## config.mk

```make
export PLATFORM = sky130hd
export DESIGN_NAME = lsu_mem_initiator
export DESIGN_NICKNAME = d
export VERILOG_FILES = /design/src/rtl/lsu_mem_initiator.sv
export SDC_FILE = /design/constraint.sdc
export NUM_CORES = 1
export LEC_CHECK = 0
export ABC_AREA = 1
export ABC_CLOCK_PERIOD_IN_PS = 6620
export CAP_MARGIN = 15
export CORE_MARGIN = 2
export CORE_UTILIZATION = 52
export DETAILED_ROUTE_END_ITERATION = 16
export PLACE_DENSITY = 0.89
export SYNTH_ARGS = -nofsm -noshare
export SYNTH_HDL_FRONTEND = slang
export SYNTH_SLANG_ARGS = --single-unit
```

## constraint.sdc

```tcl
create_clock -name clk -period 6.62 [get_ports clk]
set_clock_uncertainty 0.2 [all_clocks]
set_input_delay 0.662 -clock clk [delete_from_list [all_inputs] [get_ports clk]]
set_output_delay 0.662 -clock clk [all_outputs]
set_load 0.03 [all_outputs]
```

## src/rtl/lsu_mem_initiator.sv

```systemverilog
// lsu_mem_initiator: load/store initiator between the memory stage and a
// word-wide data memory. One request in flight at a time. Sub-word stores are
// done as read-modify-write. Misaligned, illegal-size and out-of-range requests
// are answered with an error and never touch memory.
// Optional: define LSU_TRACE_EN to print every committed word write.
module lsu_mem_initiator #(
    parameter int MEM_BYTES = 4096
) (
    input  logic        clk,
    input  logic        reset,
    input  logic        req_valid,
    output logic        req_ready,
    input  logic        req_we,
    input  logic [1:0]  req_size,
    input  logic        req_unsigned,
    input  logic [31:0] req_addr,
    input  logic [31:0] req_wdata,
    input  logic [31:0] req_pc,
    output logic        rsp_valid,
    output logic        rsp_err,
    output logic [31:0] rsp_rdata,
    output logic        mem_re,
    output logic        mem_we,
    output logic [31:0] mem_addr,
    output logic [31:0] mem_wdata,
    input  logic [31:0] mem_rdata
);

    typedef enum logic [2:0] {
        S_IDLE,
        S_RD_ISSUE,
        S_RD_WAIT,
        S_WRITE,
        S_RESP
    } state_e;

    state_e      state_q, state_d;
    logic        we_q, we_d;
    logic [1:0]  size_q, size_d;
    logic        uns_q, uns_d;
    logic [31:0] addr_q, addr_d;
    logic [31:0] wdata_q, wdata_d;
    logic [31:0] pc_q, pc_d;
    logic        req_ready_q, req_ready_d;
    logic        rsp_valid_q, rsp_valid_d;
    logic        rsp_err_q, rsp_err_d;
    logic [31:0] rsp_rdata_q, rsp_rdata_d;
    logic        mem_re_q, mem_re_d;
    logic        mem_we_q, mem_we_d;
    logic [31:0] mem_wdata_q, mem_wdata_d;
    logic        req_err;

    // Replace the addressed lane of a word with right-justified store data.
    function automatic logic [31:0] merge_lane(input logic [31:0] word,
                                               input logic [31:0] wd,
                                               input logic [1:0]  size,
                                               input logic [1:0]  off);
        logic [31:0] r;
        r = word;
        if (size == 2'b00)      r[{off, 3'b000} +: 8]     = wd[7:0];
        else if (size == 2'b01) r[{off[1], 4'b0000} +: 16] = wd[15:0];
        else                    r = wd;
        return r;
    endfunction

    // Pick the addressed lane out of a word and sign/zero extend it.
    function automatic logic [31:0] extract_lane(input logic [31:0] word,
                                                 input logic [1:0]  size,
                                                 input logic [1:0]  off,
                                                 input logic        uns);
        logic [31:0] b, h;
        b = word >> {off, 3'b000};
        h = word >> {off[1], 4'b0000};
        if (size == 2'b00)
            return uns ? {24'b0, b[7:0]} : {{24{b[7]}}, b[7:0]};
        else if (size == 2'b01)
            return uns ? {16'b0, h[15:0]} : {{16{h[15]}}, h[15:0]};
        else
            return word;
    endfunction

    // Reject illegal size, misalignment and addresses beyond the memory.
    assign req_err = (req_size == 2'b11)
                   | ((req_size == 2'b01) & req_addr[0])
                   | ((req_size == 2'b10) & (|req_addr[1:0]))
                   | (req_addr >= 32'(MEM_BYTES));

    // Next-state and next-output logic; outputs are decoded from the next state
    // so every strobe comes straight from a flop.
    always_comb begin
        state_d     = state_q;
        we_d        = we_q;
        size_d      = size_q;
        uns_d       = uns_q;
        addr_d      = addr_q;
        wdata_d     = wdata_q;
        pc_d        = pc_q;
        rsp_err_d   = rsp_err_q;
        rsp_rdata_d = rsp_rdata_q;
        mem_wdata_d = mem_wdata_q;
        case (state_q)
            S_IDLE: begin
                if (req_valid) begin
                    we_d    = req_we;
                    size_d  = req_size;
                    uns_d   = req_unsigned;
                    addr_d  = req_addr;
                    wdata_d = req_wdata;
                    pc_d    = req_pc;
                    if (req_err) begin
                        state_d     = S_RESP;
                        rsp_err_d   = 1'b1;
                        rsp_rdata_d = '0;
                    end else if (req_we && req_size == 2'b10) begin
                        state_d     = S_WRITE;
                        mem_wdata_d = req_wdata;
                    end else begin
                        state_d = S_RD_ISSUE;
                    end
                end
            end
            S_RD_ISSUE: state_d = S_RD_WAIT;
            S_RD_WAIT: begin
                if (we_q) begin
                    state_d     = S_WRITE;
                    mem_wdata_d = merge_lane(mem_rdata, wdata_q, size_q, addr_q[1:0]);
                end else begin
                    state_d     = S_RESP;
                    rsp_err_d   = 1'b0;
                    rsp_rdata_d = extract_lane(mem_rdata, size_q, addr_q[1:0], uns_q);
                end
            end
            S_WRITE: begin
                state_d     = S_RESP;
                rsp_err_d   = 1'b0;
                rsp_rdata_d = '0;
            end
            S_RESP:  state_d = S_IDLE;
            default: state_d = S_IDLE;
        endcase
        req_ready_d = (state_d == S_IDLE);
        rsp_valid_d = (state_d == S_RESP);
        mem_re_d    = (state_d == S_RD_ISSUE);
        mem_we_d    = (state_d == S_WRITE);
    end

    // State and output registers; reset aborts any operation in flight.
    always_ff @(posedge clk or negedge reset) begin
        if (!reset) begin
            state_q     <= S_IDLE;
            we_q        <= 1'b0;
            size_q      <= 2'b00;
            uns_q       <= 1'b0;
            addr_q      <= '0;
            wdata_q     <= '0;
            pc_q        <= '0;
            req_ready_q <= 1'b1;
            rsp_valid_q <= 1'b0;
            rsp_err_q   <= 1'b0;
            rsp_rdata_q <= '0;
            mem_re_q    <= 1'b0;
            mem_we_q    <= 1'b0;
            mem_wdata_q <= '0;
        end else begin
            state_q     <= state_d;
            we_q        <= we_d;
            size_q      <= size_d;
            uns_q       <= uns_d;
            addr_q      <= addr_d;
            wdata_q     <= wdata_d;
            pc_q        <= pc_d;
            req_ready_q <= req_ready_d;
            rsp_valid_q <= rsp_valid_d;
            rsp_err_q   <= rsp_err_d;
            rsp_rdata_q <= rsp_rdata_d;
            mem_re_q    <= mem_re_d;
            mem_we_q    <= mem_we_d;
            mem_wdata_q <= mem_wdata_d;
        end
    end

    assign req_ready = req_ready_q;
    assign rsp_valid = rsp_valid_q;
    assign rsp_err   = rsp_err_q;
    assign rsp_rdata = rsp_rdata_q;
    assign mem_re    = mem_re_q;
    assign mem_we    = mem_we_q;
    assign mem_addr  = {addr_q[31:2], 2'b00};
    assign mem_wdata = mem_wdata_q;

`ifdef LSU_TRACE_EN
    // Print each committed word write with the merged data.
    always_ff @(posedge clk) begin
        if (reset && mem_we_q)
            $display("@%h: *%h <= %h", pc_q, mem_addr, mem_wdata);
    end
`else
    // PC is only consumed by the trace.
    logic unused_pc;
    assign unused_pc = ^pc_q;
`endif

endmodule
```

After elaboration in Yosys (flattened, before gate mapping)
Index checks and enable logic that the tools add are counted.
{"block": "word_totals", "regBits": 140, "latchBits": 0, "mem_bits_rw": 0, "romBits": 0, "input_bits": 135, "output_inout_bits": 101, "wordCells": 79, "n_memories": 0}
{"block": "op_classes", "n_addsub": 2, "n_mul": 0, "n_div": 0, "n_lt_le_gt_ge": 1, "eq_ne": 16, "n_shift": 6, "n_mux": 26, "n_bitwise": 5, "reduce_logical": 10}
{"cell": "32-bit 2-to-1 mux", "n": 13}
{"cell": "32-bit one-hot mux with 3 select lines", "n": 1}
{"cell": "32-bit bitwise mux", "n": 2}
{"cell": "32-bit one-hot mux with 2 select lines", "n": 1}
{"cell": "32-bit by 13-bit >= comparator with 1-bit output (second input constant)", "n": 1}
{"cell": "16-bit by 7-bit variable shift with 32-bit output (first input constant)", "n": 1}
{"cell": "8-bit by 7-bit variable shift with 32-bit output (first input constant)", "n": 1}
{"cell": "16-bit by 7-bit variable part select with 32-bit output", "n": 1}
{"cell": "8-bit by 7-bit variable part select with 32-bit output", "n": 1}
{"cell": "32-bit by 5-bit right shift with 16-bit output", "n": 1}
{"cell": "32-bit by 5-bit right shift with 8-bit output", "n": 1}
{"cell": "5-bit negator with 7-bit output", "n": 2}
{"cell": "2-bit != test (second input constant)", "n": 6}
{"cell": "3-bit one-hot mux with 4 select lines", "n": 1}
{"cell": "3-bit by 2-bit == test with 1-bit output (second input constant)", "n": 3}
{"cell": "3-bit 2-to-1 mux", "n": 3}
{"cell": "3-bit by 1-bit == test with 1-bit output (second input constant)", "n": 2}
{"cell": "3-bit zero test", "n": 2}
{"cell": "5-bit AND reduction", "n": 1}
{"cell": "2-bit by 1-bit == test with 1-bit output (second input constant)", "n": 2}
{"cell": "2-bit == test (second input constant)", "n": 2}
{"cell": "4-bit AND reduction", "n": 1}
{"cell": "3-bit == test (second input constant)", "n": 1}
{"cell": "1-bit 2-to-1 mux", "n": 3}
{"cell": "other kinds (10)", "n": 13}

Logic depth before layout (Yosys ltp)
{"block": "logic_depth", "depth_word": 9, "mapped_depth": 13, "ltp_nobuf": 12}

Worst setup path before layout
Ideal clock, no wire load.
{"block": "synth_path", "path_kind": "register to register", "start": "register addr_q[0]", "end": "register mem_wdata_q[12] (netlist: mem_wdata[12])", "setup_time_ps": 124, "t_arrival_ps": 1979, "required_ps": 6296, "path_slack_ps": 4317, "stages_incl_launch_ff": 13, "n_path_buf": 4, "cell_sequence": "dfrtp_1 -> buf_2 -> inv_2 -> clkbuf_1 -> ha_1 -> buf_2 -> inv_2 -> buf_2 -> nand3_1 -> o22ai_1 -> o21ai_0 -> o21a_1 -> a21oi_1"}
{"block": "synth_between", "elab_chain_cells": 6, "word_cells_on_any_way": 7, "cone_classes": "1 x add/sub; 2 x shift; 4 x mux"}
{"element": "start: declaration", "line": "41", "text": "logic [31:0] addr_q, addr_d;"}
{"element": "start signal: assignment", "line": "169", "text": "addr_q <= addr_d;"}
{"element": "5-bit negator with 7-bit output (*)", "line": "60", "text": "if (size == 2'b00) r[{off, 3'b000} +: 8] = wd[7:0];"}
{"element": "8-bit by 7-bit variable part select with 32-bit output or 8-bit by 7-bit variable shift with 32-bit output (tied branches)", "line": "60"}
{"element": "32-bit bitwise mux (*)", "line": "60"}
{"element": "32-bit 2-to-1 mux (*)", "line": "60"}
{"element": "32-bit 2-to-1 mux (*)", "line": "124", "text": "if (we_q) begin"}
{"element": "32-bit one-hot mux with 2 select lines (*)", "line": "101", "text": "case (state_q)"}
{"element": "end signal: assignment", "line": "178", "text": "mem_wdata_q <= mem_wdata_d;"}
{"element": "end: declaration", "line": "50", "text": "logic [31:0] mem_wdata_q, mem_wdata_d;"}
Mark *: on every way between the ends. The rest lies on a longest branch, timed or not. The select of a mux whose other input is x is not followed.
A chain may end at the register's enable or synchronous reset.

Worst setup path after layout
{"block": "layout_path", "start": "register size_q[1]", "end": "register mem_wdata_q[7] (netlist: mem_wdata[7])"}
{"block": "layout_between", "elab_chain_cells": 5, "word_cells_on_any_way": 6, "cone_classes": "1 x eq/ne; 4 x mux; 1 x reduce/logical"}
{"element": "start: declaration", "line": "39", "text": "logic [1:0] size_q, size_d;"}
{"element": "start signal: assignment", "line": "167", "text": "size_q <= size_d;"}
{"element": "2-bit by 1-bit == test with 1-bit output", "line": "61", "text": "else if (size == 2'b01) r[{off[1], 4'b0000} +: 16] = wd[15:0];"}
{"element": "32-bit 2-to-1 mux", "line": "61"}
{"element": "32-bit 2-to-1 mux (*)", "line": "60"}
{"element": "32-bit 2-to-1 mux (*)", "line": "124"}
{"element": "32-bit one-hot mux with 2 select lines (*)", "line": "101"}
Marks and branches as above.

==> impl_metrics.json <==
{
  "status": "completed",
  "synth_area_mm2": 0.00797,
  "final_common_cell": "clkdlybuf4s50_1",
  "cap_violations": 0,
  "final_cell_mix": "clkdlybuf4s50_1, nand2_1, dfrtp_1, a21oi_1, nor2_1",
  "synth_compound_area_share_pct": 20.2,
  "grt_overflow": 0,
  "tns_ns": 0,
  "antenna_found_initial": 0,
  "p_leak_nw": 4.57,
  "htreeDepth": 4,
  "period_needed_ns": 3.46,
  "root_buffer": "clkbuf_16",
  "p_clk_share_pct": 31.5,
  "drt-total-wl_um": 23200,
  "drive_above_1_share_pct": 9.24,
  "yosys.area.top_type_share_pct": 43.6,
  "cp.required_ns": 6.69,
  "drtIter0Drc": 822,
  "rr_startpoint": "size_q[1]$_DFFE_PN0P_",
  "io_pins": 236,
  "place_congestion": 0.958,
  "tightest_slew_ns": 1.14,
  "io_buffer_count": 201,
  "setup_viol": 0,
  "area_delta_synth_final_pct": 28.4,
  "power_frac_comb_pct": 31.5,
  "tritoncts": "done",
  "routedWlPerCell_um": 17.6,
  "crit_fanout": 62,
  "slowest_delay_ns": 0.69,
  "grt_max_degree": 93,
  "core_area_mm2": 0.0151,
  "final-hold-violation-count": 0,
  "holdBufCountCts": 0,
  "first_pass_iters": 6,
  "drc_errors": 0,
  "clock_sinks": 140,
  "fmax_ghz": 0.289,
  "grt_pass1_vias": 6963,
  "drt.antenna.violating_nets": 0,
  "synth_top_family_by_area": "compound AO/OA/AOI/OAI gates",
  "initial_utilization_pct": 52.8,
  "netlist_instances": 985,
  "power.internal_w": 0.00190,
  "crit_type": "reg2reg",
  "end_kind": "flip-flop",
  "nFillCells": 1243,
  "yosysWarnings": 0,
  "irDropWorstVdd_mv": 0.193,
  "wl_met3_um": 2480,
  "fp.dieH_um": 128,
  "p_switching_w": 0.000979,
  "place_inst": 1283,
  "highest_layer": "met4",
  "seqCellArea_mm2": 0.00350,
  "slew_headroom_pct": 23.5,
  "rsz0062_at_grt": "false",
  "hold_path_class": "in2async",
  "cts_setup_buffers": 0,
  "final_max_slew_viol_count": 0,
  "crit_top_cell": "inv_2",
  "synth-simple-area-share_pct": 16.9,
  "synth_adder_area_share_pct": 0.785,
  "clk_latency_ns": 0.42,
  "synth_seq_area_share_pct": 44.0,
  "synth.distinct_cells": 35,
  "holdWs_ns": 0.0357,
  "switching_share_pct": 34.1,
  "critPathSlowestCell": "nand2_2",
  "synth_top_cells_by_area": "dfrtp_1, nand2_1, mux2_2",
  "synth_seq_cells": 140,
  "met1_length_um": 9300,
  "synth_xor_area_share_pct": 0,
  "cts-resized-gates": 0,
  "clk_pin_slew_worst_paths_ns": 0.06,
  "multi_input_area_mm2": 0.00360,
  "numCtsBuffers": 17,
  "cp.arrival_ns": 3.53,
  "power.density_mw_per_mm2": 281,
  "fin_crit_sh_pct": 52.2,
  "fp-row-count": 45,
  "diodes": 0,
  "power_frac_seq_pct": 37.0,
  "fin_nets": 1254,
  "fin_cells": 1313,
  "grt.total_usage_pct": 28.3,
  "vias": 7637,
  "grt_first_pass_wirelength_um": 36100,
  "via_per_inst": 5.82,
  "dr_wl_met2_um": 10700,
  "dpl.hpwl_um": 16200,
  "chipWidth_um": 128,
  "critPathLaunchType": "flip-flop",
  "die_area_mm2": 0.0163,
  "yosys.area.top_type": "dfrtp_1",
  "clockBufferDepth": 2,
  "path_cells": "inv_2, nand2_4, inv_2, nand2_2, o21ai_1, nand2_1, a22oi_1, a21oi_1",
  "cp-startpoint": "size_q[1]$_DFFE_PN0P_",
  "synth_area_per_cell_um2": 8.09,
  "synth_mux_area_share_pct": 7.24
}
per-layer routing:
metal / track usage, % / vias up
met1: 39.9 / 3592
met5: 0 / -
met4: 10.7 / 0
li1: - / 3545
met2: 43.3 / 436
met3: 5.80 / 64
worst max-delay path, delay by kind of cell (launching register included):
family | cells | cell delay (ns)
compound gates | 3 | 0.78
buf+inv | 2 | 0.77
flops | 1 | 0.60
simple gates | 3 | 0.93
flip-flops by register name (all words and copies together) (netlist names):
name and count:
addr_q 32, we_q 1, uns_q 1, state_q 3, rsp_err 1, mem_we 1
mem_re 1, rsp_rdata 32, wdata_q 32, rsp_valid 1, mem_wdata 32, req_ready 1
size_q 2
cells in the mapped netlist, drive strengths merged:
cell and count:
a21oi 102, a22oi 14, a31oi 6, buf 74
clkbuf 23, conb 1, dfrtp 139, dfstp 1
ha 5, inv 77, mux2 45, mux2i 7
nand2 174, nand3 50, nand4 10, nor2 89
o211ai 12, o21a 14, o21ai 126, o22ai 16
path summary, 6_finish.rpt:
check	slack, ns	to	cells past startpoint
max	3.16	mem_wdata[7]$_DFFE_PN0P_	8
min	0.04	addr_q[3]$_DFFE_PN0P_	1
max reg2reg	3.16	mem_wdata[7]$_DFFE_PN0P_	8
min reg2reg	0.29	addr_q[14]$_DFFE_PN0P_	1
max in group asynchronous	4.83	size_q[0]$_DFFE_PN0P_	2
min in group clk	0.29	addr_q[14]$_DFFE_PN0P_	1
layout make-up:
type,instances,share of cell area [%]
Multi-Input combinational cell,672,35.2
Clock buffer,23,4.77
Sequential cell,140,34.2
Inverter,77,2.82
Tap cell,188,2.30
Timing Repair Buffer,206,20.0
Clock inverter,7,0.636
power groups by stage:
stage	registers [W]	clock network, W	logic (W)
after CTS	0.00106	0.000913	0.000899
after floorplan	0.00118	0	0.000462
final	0.00106	0.000907	0.000904
after global routing	0.00108	0.000953	0.000966
after detailed placement	0.00107	0	0.000893
after global placement	0.00107	0	0.000875
through the flow:
stage / setup WS (ns) / power, W / util (%) / instance area (um^2)
floorplan: 4.32 / 0.00165 / - / 7970
global placement: 3.26 / 0.00195 / 64.2 / 9680
finish: 3.16 / 0.00287 / 67.8 / 10200
global route: 2.94 / 0.00300 / 67.8 / 10200
CTS: 3.31 / 0.00287 / 67.8 / 10200
detailed placement: 3.20 / 0.00197 / 64.2 / 9680
logic make-up (layout without fill, tap and decap cells):
| kind of cell | count (synthesis) | after routing |
|---|---|---|
| DFF | 140 | 140 |
| AOI/OAI and AO/OA | 290 | 290 |
| other | 1 | 2 |
| buffers and inverters | 174 | 313 |
| adders and majority gates | 5 | 5 |
| muxes | 52 | 52 |
| and+or+nand+nor | 323 | 323 |
Note: power is estimated with default switching activity, not from simulation.
